<file path="config.mk">
export PLATFORM = sky130hd
export DESIGN_NAME = reg_bus_bridge
export DESIGN_NICKNAME = d
export VERILOG_FILES = /design/src/rtl/reg_bus_pkg.sv /design/src/rtl/reg_bus_bridge.sv
export SDC_FILE = /design/constraint.sdc
export NUM_CORES = 1
export LEC_CHECK = 0
export ABC_AREA = 1
export CAP_MARGIN = 10
export CELL_PAD_IN_SITES_DETAIL_PLACEMENT = 0
export CELL_PAD_IN_SITES_GLOBAL_PLACEMENT = 2
export CORE_ASPECT_RATIO = 1.2
export CORE_MARGIN = 2
export CORE_UTILIZATION = 28
export CTS_CLUSTER_DIAMETER = 120
export CTS_CLUSTER_SIZE = 20
export DETAILED_ROUTE_END_ITERATION = 8
export HOLD_SLACK_MARGIN = 0.05
export PLACE_DENSITY_LB_ADDON = 0.1
export SLEW_MARGIN = 20
export SYNTH_ARGS = -nofsm -noshare
export SYNTH_HDL_FRONTEND = slang
export SYNTH_SLANG_ARGS = --single-unit
</file>
<file path="constraint.sdc">
create_clock -name clk -period 1.8 [get_ports clk]
set_input_delay 0.36 -clock clk [delete_from_list [all_inputs] [get_ports clk]]
set_output_delay 0.36 -clock clk [all_outputs]
set_load 0.005 [all_outputs]
</file>
<file path="src/rtl/reg_bus_pkg.sv">
// Shared types and constants for the byte-stream register bus bridge.
// States, command layout and bus widths.
package reg_bus_pkg;

  typedef enum logic [3:0] {
    IDLE,
    WR_HI,
    WR_LO,
    WR_ISSUE,
    RD_ISSUE,
    RD_WAIT,
    TX_HI,
    TX_LO,
    TX_ACK
  } state_e;

  localparam int CMD_WRITE_BIT = 7;
  localparam int REG_INDEX_W   = 7;
  localparam int REG_DATA_W    = 16;

  localparam logic [7:0] DEFAULT_ACK = 8'h06;

endpackage

</file>
<file path="src/rtl/reg_bus_bridge.sv">
// Host byte channel to register bus initiator.
// Decodes read/write commands, strobes the bus, returns bytes.
module reg_bus_bridge
  import reg_bus_pkg::*;
#(
  parameter int unsigned TIMEOUT_CYCLES = 25000000,
  parameter logic [7:0]  ACK_BYTE       = DEFAULT_ACK
) (
  input  logic                   clk,
  input  logic                   reset,
  input  logic                   rx_valid,
  input  logic [7:0]             rx_data,
  output logic                   rx_ready,
  output logic                   tx_valid,
  output logic [7:0]             tx_data,
  input  logic                   tx_ready,
  output logic [REG_INDEX_W-1:0] register_index,
  output logic                   register_read,
  output logic                   register_write,
  output logic [REG_DATA_W-1:0]  register_write_value,
  input  logic [REG_DATA_W-1:0]  register_read_value,
  output logic                   busy
);

  localparam int CW =
    (TIMEOUT_CYCLES > 0) ? $clog2(TIMEOUT_CYCLES + 1) : 1;

  state_e                 r_state;
  state_e                 w_next;
  logic [REG_INDEX_W-1:0] r_index;
  logic [REG_DATA_W-1:0]  r_value;
  logic [REG_DATA_W-1:0]  r_hold;
  logic [CW-1:0]          r_cnt;

  logic w_rx_hs;
  logic w_waiting;
  logic w_expired;

  assign w_rx_hs   = rx_valid && rx_ready;
  assign w_waiting = (r_state == WR_HI) || (r_state == WR_LO);
  assign w_expired = (TIMEOUT_CYCLES != 0) &&
                     (r_cnt == CW'(TIMEOUT_CYCLES));

  always_ff @(posedge clk) begin
    if (reset) begin
      r_state <= IDLE;
    end else begin
      r_state <= w_next;
    end
  end

  // An accepted byte wins over a timeout reached in the same cycle.
  always_comb begin
    w_next = r_state;
    unique case (r_state)
      IDLE: begin
        if (w_rx_hs)
          w_next = rx_data[CMD_WRITE_BIT] ? WR_HI : RD_ISSUE;
      end
      WR_HI: begin
        if (w_rx_hs)        w_next = WR_LO;
        else if (w_expired) w_next = IDLE;
      end
      WR_LO: begin
        if (w_rx_hs)        w_next = WR_ISSUE;
        else if (w_expired) w_next = IDLE;
      end
      WR_ISSUE: w_next = TX_ACK;
      TX_ACK:   if (tx_ready) w_next = IDLE;
      RD_ISSUE: w_next = RD_WAIT;
      RD_WAIT:  w_next = TX_HI;
      TX_HI:    if (tx_ready) w_next = TX_LO;
      TX_LO:    if (tx_ready) w_next = IDLE;
      default:  w_next = IDLE;
    endcase
  end

  always_ff @(posedge clk) begin
    if (reset) begin
      r_index <= '0;
      r_value <= '0;
      r_hold  <= '0;
      r_cnt   <= '0;
    end else begin
      if (r_state == IDLE && w_rx_hs)
        r_index <= rx_data[REG_INDEX_W-1:0];
      if (r_state == WR_HI && w_rx_hs)
        r_value[15:8] <= rx_data;
      if (r_state == WR_LO && w_rx_hs)
        r_value[7:0] <= rx_data;
      if (r_state == RD_WAIT)
        r_hold <= register_read_value;
      if (w_waiting && !w_rx_hs && !w_expired)
        r_cnt <= r_cnt + CW'(1);
      else
        r_cnt <= '0;
    end
  end

  always_comb begin
    tx_data = 8'h00;
    unique case (r_state)
      TX_ACK:  tx_data = ACK_BYTE;
      TX_HI:   tx_data = r_hold[15:8];
      TX_LO:   tx_data = r_hold[7:0];
      default: tx_data = 8'h00;
    endcase
  end

  assign rx_ready = (r_state == IDLE) || w_waiting;
  assign tx_valid = (r_state == TX_ACK) ||
                    (r_state == TX_HI) ||
                    (r_state == TX_LO);

  assign register_read        = (r_state == RD_ISSUE);
  assign register_write       = (r_state == WR_ISSUE);
  assign register_index       = r_index;
  assign register_write_value = r_value;
  assign busy                 = (r_state != IDLE);

endmodule

</file>
# After elaboration in Yosys (flattened, before gate mapping)

Cells that the tools add are included.
Widths: inputs -> output; s select.

Output and inout port bits: 36
Input bits: 28
Word-level logic and storage cells: 46
Flip-flop bits (word level): 68

Bitwise gates (word level): 1
Equality and inequality tests: 12
Multiplexer cells: 9
Reductions and logical operators: 17
Add/sub/neg operators: 1

Operator list:

| cell                  | count |
|---|---|
| $pmux 4 s8            | 1 |
| $add 25x1->25 const B | 1 |
| $eq 25x25->1 const B  | 1 |
| $mux 4                | 6 |
| $pmux 8 s3            | 1 |
| $eq 4x3->1 const B    | 4 |
| $eq 4x2->1 const B    | 2 |
| $logic_and 1x1->1     | 6 |
| $eq 4x1->1 const B    | 1 |
| $eq 4x4->1 const B    | 1 |
| $logic_not 4->1       | 1 |
| $logic_or 1x1->1      | 4 |
| $ne 2x2->1 const B    | 2 |
| $reduce_bool 4->1     | 1 |
| $reduce_or 2->1       | 2 |
| $mux 3                | 1 |
| $reduce_and 3->1      | 1 |
| $logic_not 1->1       | 2 |
| $ne 2x1->1 const B    | 1 |
| $not 1->1             | 1 |

# Longest topological paths before layout

Gate-level depths: netlist of the first run.

Depth in word-level cells: 9
Mapped depth: 13
Mapped depth without buffers: 13

# Least setup slack after synthesis of the first run

OpenSTA, ideal clock, no wires.

Path type: register to output
From: register r_state[2]
To: output port tx_data[0]
Required time: 1440 ps
Path slack: 209 ps
Arrival: 1231 ps
Path buffers: 1
Stages on the path, launching flop included: 7
Cell sequence: dfxtp_1 inv_1 nor2_1 buf_2 nand2_1 nor2_1 a32o_1

Cells in the longest elaborated chain, start to end: 2
Elaborated cells on any way between the ends: 4
Classes of those cells: eq/ne: 3; mux: 1

RTL lines:

| what                                            | line                  | text |
|---|---|---|
| from (decl)                                     | reg_bus_bridge.sv:28  | `state_e r_state;` |
| from (signal assigned)                          | reg_bus_bridge.sv:48  | `r_state <= w_next;` |
| $eq 4x3->1 / $eq 4x4->1 (equally long branches) | reg_bus_bridge.sv:102 | `unique case (r_state)` |
| $pmux 8 s3 (*)                                  | reg_bus_bridge.sv:102 |  |
| to (decl)                                       | reg_bus_bridge.sv:15  | `output logic [7:0] tx_data,` |

Every way passes the cells marked *; elsewhere a longest branch is shown, timed or not.

# Final worst setup path of the first run

From: register r_state[3]
To: output port tx_data[1]

The elaborated chain is that of the path after synthesis.

==> reports/results.txt, run 1 <==
status -> finished with violations
failing checks -> setup timing
largest net degree at the start of global routing -> 44
LEAKAGE -> 1.72 nW
Syn Nets -> 465
Max-cap violations -> 0
H-tree depth -> 3
share of Yosys cell area claimed by the top area cell type -> 43.0%
clock sinks -> 68
gp weighted congestion -> 0.784
first-pass GRT wire length -> 15.0 mm
total CTS buffers -> 9
Final Critical Period -> 1.80 ns
fin crit share -> 100%
setup_tns -> -0.00453 ns
GR met1 Demand/Resource -> 18.2%
share of layout cells above drive strength 1 -> 18.6%
Setup-failing EPs final -> 1
CTS tree -> built
clk_lat worst skew -> 0.33 ns
fmax -> 0.554 GHz
die height -> 120 um
met2 usage -> 27.8%
cell area after synthesis -> 3170 um2
Avg Inst Size Synth -> 7.28 um2
Filler cells -> 1143
final core utilization -> 42.1%
Peak VDD IR -> 0.000495 V
Slew Viols, Final -> 0
initial antenna violation count -> 0
post-synthesis sequential area ratio -> 43.0%
vias in the first global route -> 3047
Die Area -> 12200 um2
WHS -> 0.448 ns
clock skew -> 0.00483 ns
worst-path maximum fanout -> 5
die width -> 101 um
DR vias/cell -> 4.71
Worst EP required -> 1.44 ns
pwr dens -> 1190 nW/um2
CP Capture Type -> output pin
# port buffers -> 63
floorplan row count -> 42
DR WL/cell -> 14.0 um
total gr overflow -> 0
ANT cells -> 0
post-route ant nets -> 0
Synth Instances -> 435
clock root buffer -> clkbuf_16
routing usage on met3 -> 3.47%
Remaining DRCs -> 0
RSZ-0062 raised after global routing -> true
Top-Level Pins -> 64
clock transition at the registers of the reported paths -> 0.06 ns
post-synth top area cell -> dfxtp_1
Worst Path Arrival -> 1.44 ns
DP HPWL -> 6.80 mm
vias post-DR -> 3153
CTS Buffer Depth -> 2
post-synth cell types -> 36
router iterations before antenna repair -> 4
Setup WS post-layout -> -0.00453 ns
area grow syn2layout -> 46.6%
1st-iter DRT viols -> 104
kind of critical path -> reg2out
HP Class -> reg2reg
element type at the critical path start -> flop
post-synthesis register bit count -> 68
worst slew pin tran -> 0.485 ns
Fin. Hold Viols -> 0
Most Crowded Layer GR -> met2
synth top area cells -> dfxtp_1, nand2_1, a21oi_1, nand3_1, nor2_1
Starting Density -> 28.7%
YS warnings -> 0
Core Region -> 11000 um2
routed wire length -> 9.35 mm
Final nets -> 562
Max transition margin -> 67.6%
Tot GR Track Use -> 15.8%
==> routing by layer <==
layer | share of wire, % | routed length (um)
met4 | 2.3 | 216
met1 | 42 | 3890
met2 | 52 | 4860
met3 | 4.1 | 382
met5 | 0 | 0
==> metrics by stage <==
stage,setup slack (ns),total power [mW],instance area [um2],std cells
2_1_floorplan,0.209,2.44,3170,435
3_3_place_gp,-0.00620,3.11,4090,640
3_5_place_dp,-0.0393,3.10,4090,640
4_1_cts,-0.163,5.47,4580,666
5_1_grt,-0.0775,5.84,4640,669
6_report,-0.00453,5.53,4640,669
==> final timing paths <==
kind | from | end | slack, ns | cells past startpoint
worst max-delay path | r_state[3]$_SDFFE_PP0P_ | tx_data[1] | -0.005 | 6
worst min-delay path | r_cnt[0]$_SDFF_PP0_ | r_cnt[0]$_SDFF_PP0_ | 0.45 | 1
worst max register to register | r_state[3]$_SDFFE_PP0P_ | r_state[0]$_SDFFE_PP0P_ | 0.05 | 14
worst min register to register | r_cnt[0]$_SDFF_PP0_ | r_cnt[0]$_SDFF_PP0_ | 0.45 | 1
==> critical path, cell delays in order (launching register included) <==
cell,delay (ns)
dfxtp_4,0.36
nor2_4,0.13
buf_4,0.16
buf_8,0.12
nand3_1,0.07
nand3_1,0.08
clkdlybuf4s15_2,0.21
==> cells in the mapped netlist, drive strengths merged <==
master,count
a21oi,57
a31oi,1
a32o,6
buf,8
clkbuf,6
clkinv,1
dfxtp,68
ha,2
inv,38
nand2,119
nand3,37
nand3b,2
nand4,8
nor2,49
nor3,7
nor3b,1
nor4,1
o21a,2
o21ai,7
o21bai,1
or2,5
or4,1
xnor2,4
xor2,4
==> state kept, by name (all words and copies together), names as in the netlist <==
signal                count
r_state                   4
register_write_value     16
register_index            7
r_cnt                    25
r_hold                   16
==> cell families after synthesis <==
kind of cell	share of synthesized area, %
AO/OA/AOI/OAI	13.6
AND/OR/NAND/NOR	33.8
buffers and inverters	6.52
XOR/XNOR	2.21
adder cells (fa/ha/maj)	0.790
flip-flops	43.0
==> final cells by class <==
class	instances	area, um2	share of cell area [%]
flip-flops and latches	68	1380	29.6
multi-input cells	314	1650	35.4
repair buffers	100	933	20.1
clock inverters	6	135	2.91
well taps	132	165	3.56
clock buffers	10	239	5.15
inverters	39	149	3.21
==> cells in the final DEF (no fill, tap or decap), types with 6 or more instances in the layout <==
cell	n
nor2_1	37
inv_1	32
nand3_1	34
clkbuf_16	10
dfxtp_1	63
a21oi_1	55
buf_4	30
nor2_4	8
clkdlybuf4s50_1	50
nand2_1	116
nor3_1	7
a32o_1	6
nand4_1	8
buf_2	6
==> power by group <==
part	internal [mW]	switching (mW)
sequential	1.65	0.107
clock	1.53	0.654
combinational	0.769	0.821
total	3.95	1.58
==> timing repair <==
action                                  CTS  global route
resized for setup                        48            21
hold buffers                              0             0
cloned                                    0             1
buffers inserted                         10             5
endpoints found under the setup margin   13            17
pin swaps                                 3             7
Note: power is estimated with default switching activity, not from simulation.
==> inputs of run 2 (changes only) <==
Settings changed: CELL_PAD_IN_SITES_DETAIL_PLACEMENT 0 to default, CELL_PAD_IN_SITES_GLOBAL_PLACEMENT 2 to default, CORE_UTILIZATION 28 to 30, CTS_CLUSTER_SIZE 20 to default, PLACE_DENSITY_LB_ADDON 0.1 to default.
==> reports/results.txt, run 2 (synthesized netlist as in run 1, its figures left out) <==
gp weighted congestion -> 0.841
Starting Density -> 30.4%
clock sinks -> 68
most frequent cells in the layout -> nand2_1, dfxtp_1, a21oi_1
CTS Buffer Depth -> 2
Final Critical Period -> 1.79 ns
fin crit share -> 99.7%
total gr overflow -> 0
Slew Viols, Final -> 0
Worst EP required -> 1.44 ns
DR vias/cell -> 4.80
# port buffers -> 63
LEAKAGE -> 1.64 nW
slowest cell on the critical path -> dfxtp_2
router iterations before antenna repair -> 4
clock root buffer -> clkbuf_16
element type at the critical path start -> flop
clock transition at the registers of the reported paths -> 0.06 ns
commonest non-fill, non-tap cell in the layout -> nand2_1
floorplan row count -> 41
Die Area -> 11400 um2
WHS -> 0.443 ns
placed insts -> 628
status -> finished, final reports clean
first-pass GRT wire length -> 14.0 mm
fmax -> 0.557 GHz
post-route ant nets -> 0
routed wire length -> 8.44 mm
initial antenna violation count -> 0
Overall Power -> 5.01 mW
Area after DPL -> 4020 um2
final core utilization -> 42.9%
critical path's largest stage delay -> 0.35 ns
Top-Level Pins -> 64
Fin. Hold Viols -> 0
CTS tree -> built
Setup-failing EPs final -> 0
H-tree depth -> 3
worst slew pin tran -> 0.460 ns
non-filler cells, final -> 654
crit path cell chain -> inv_2 -> nor2_4 -> nand2_2 -> nor2_4 -> buf_6 -> a32o_1 -> buf_2
DR WL/cell -> 12.9 um
ANT cells -> 0
vias in the first global route -> 3028
Max transition margin -> 69.3%
Peak VDD IR -> 0.000583 V
RSZ-0062 raised after global routing -> true
Final nets -> 550
Biggest register -> r_cnt
kind of critical path -> reg2out
clk_lat worst skew -> 0.33 ns
total CTS buffers -> 9
Largest register FFs -> 25
Tot GR Track Use -> 15.4%
worst-path maximum fanout -> 4
largest net degree at the start of global routing -> 44
Core Region -> 10400 um2
Worst Path Arrival -> 1.43 ns
clock skew -> 0.00526 ns
pwr dens -> 1120 nW/um2
area grow syn2layout -> 41.0%
CP Capture Type -> output pin
Max-cap violations -> 0
vias post-DR -> 3142
DP HPWL -> 6.09 mm
Post-Layout Inst Area -> 4460 um2
R2R setup slack -> 0.09 ns
HP Class -> reg2reg
1st-iter DRT viols -> 93
share of layout cells above drive strength 1 -> 17.7%
die width -> 97.8 um
Remaining DRCs -> 0
Most Frequent Cell on Critical Path -> nor2_4
die height -> 117 um
## run 2: cell count changes in the layout (fill, tap and decap cells not counted), moves of 3 or more
cell,delta
buf_2,+3
buf_4,-13
bufinv_16,-3
nand2_2,+3
## run 2: power by group
group,internal [mW],switching [mW]
registers,1.65,0.104
logic,0.741,0.761
clock network,1.08,0.681
total,3.46,1.55
## run 2: through the flow
stage          setup WS (ns)  setup TNS (ns)
2_1_floorplan          0.209               0
3_3_place_gp         -0.0111         -0.0782
3_5_place_dp         -0.0363          -0.211
4_1_cts               -0.183          -0.756
5_1_grt              -0.0782          -0.474
6_report             0.00517               0
## run 2: worst max-delay path, delay by kind of cell, from the launching register on
kind	cells	cell delay, ns
and+or+nand+nor	3	0.34
AOI/OAI and AO/OA	1	0.12
DFF	1	0.35
buffers and inverters	3	0.29
## run 2: cell type report
cell class | instances | area, um2
Fill cell | 1055 | 5950
Multi-Input combinational cell | 314 | 1650
Sequential cell | 68 | 1370
Timing Repair Buffer | 88 | 830
Clock buffer | 9 | 225
Tap cell | 129 | 161
Inverter | 39 | 146
Clock inverter | 7 | 76.3
## run 2: final timing paths
kind                           startpoint                       to  cells after the start
hold reg to reg       r_cnt[0]$_SDFF_PP0_      r_cnt[0]$_SDFF_PP0_                      1
setup reg to reg  r_state[2]$_SDFFE_PP0P_  r_state[0]$_SDFFE_PP0P_                     14
hold / removal        r_cnt[0]$_SDFF_PP0_      r_cnt[0]$_SDFF_PP0_                      1
setup / recovery  r_state[2]$_SDFFE_PP0P_               tx_data[6]                      7
## run 2: per-layer routing
layer / routed length (um) / part of all wire [%] / global-route usage [%] / up-vias
met2: 4350 / 52 / 27.4 / 48
met3: 351 / 4.2 / 4.79 / 9
met4: 159 / 1.9 / 5.74 / 0
met1: 3570 / 42 / 17.4 / 1483
li1: - / - / - / 1602
met5: 0 / 0 / 0 / -
## run 2: timing repair
action                     4_1_cts  5_1_grt
pin swaps                        4        6
resized for setup               50       25
gates cloned                     0        0
setup endpoints to repair       13       18
setup buffers                   10        4
hold buffers                     0        0
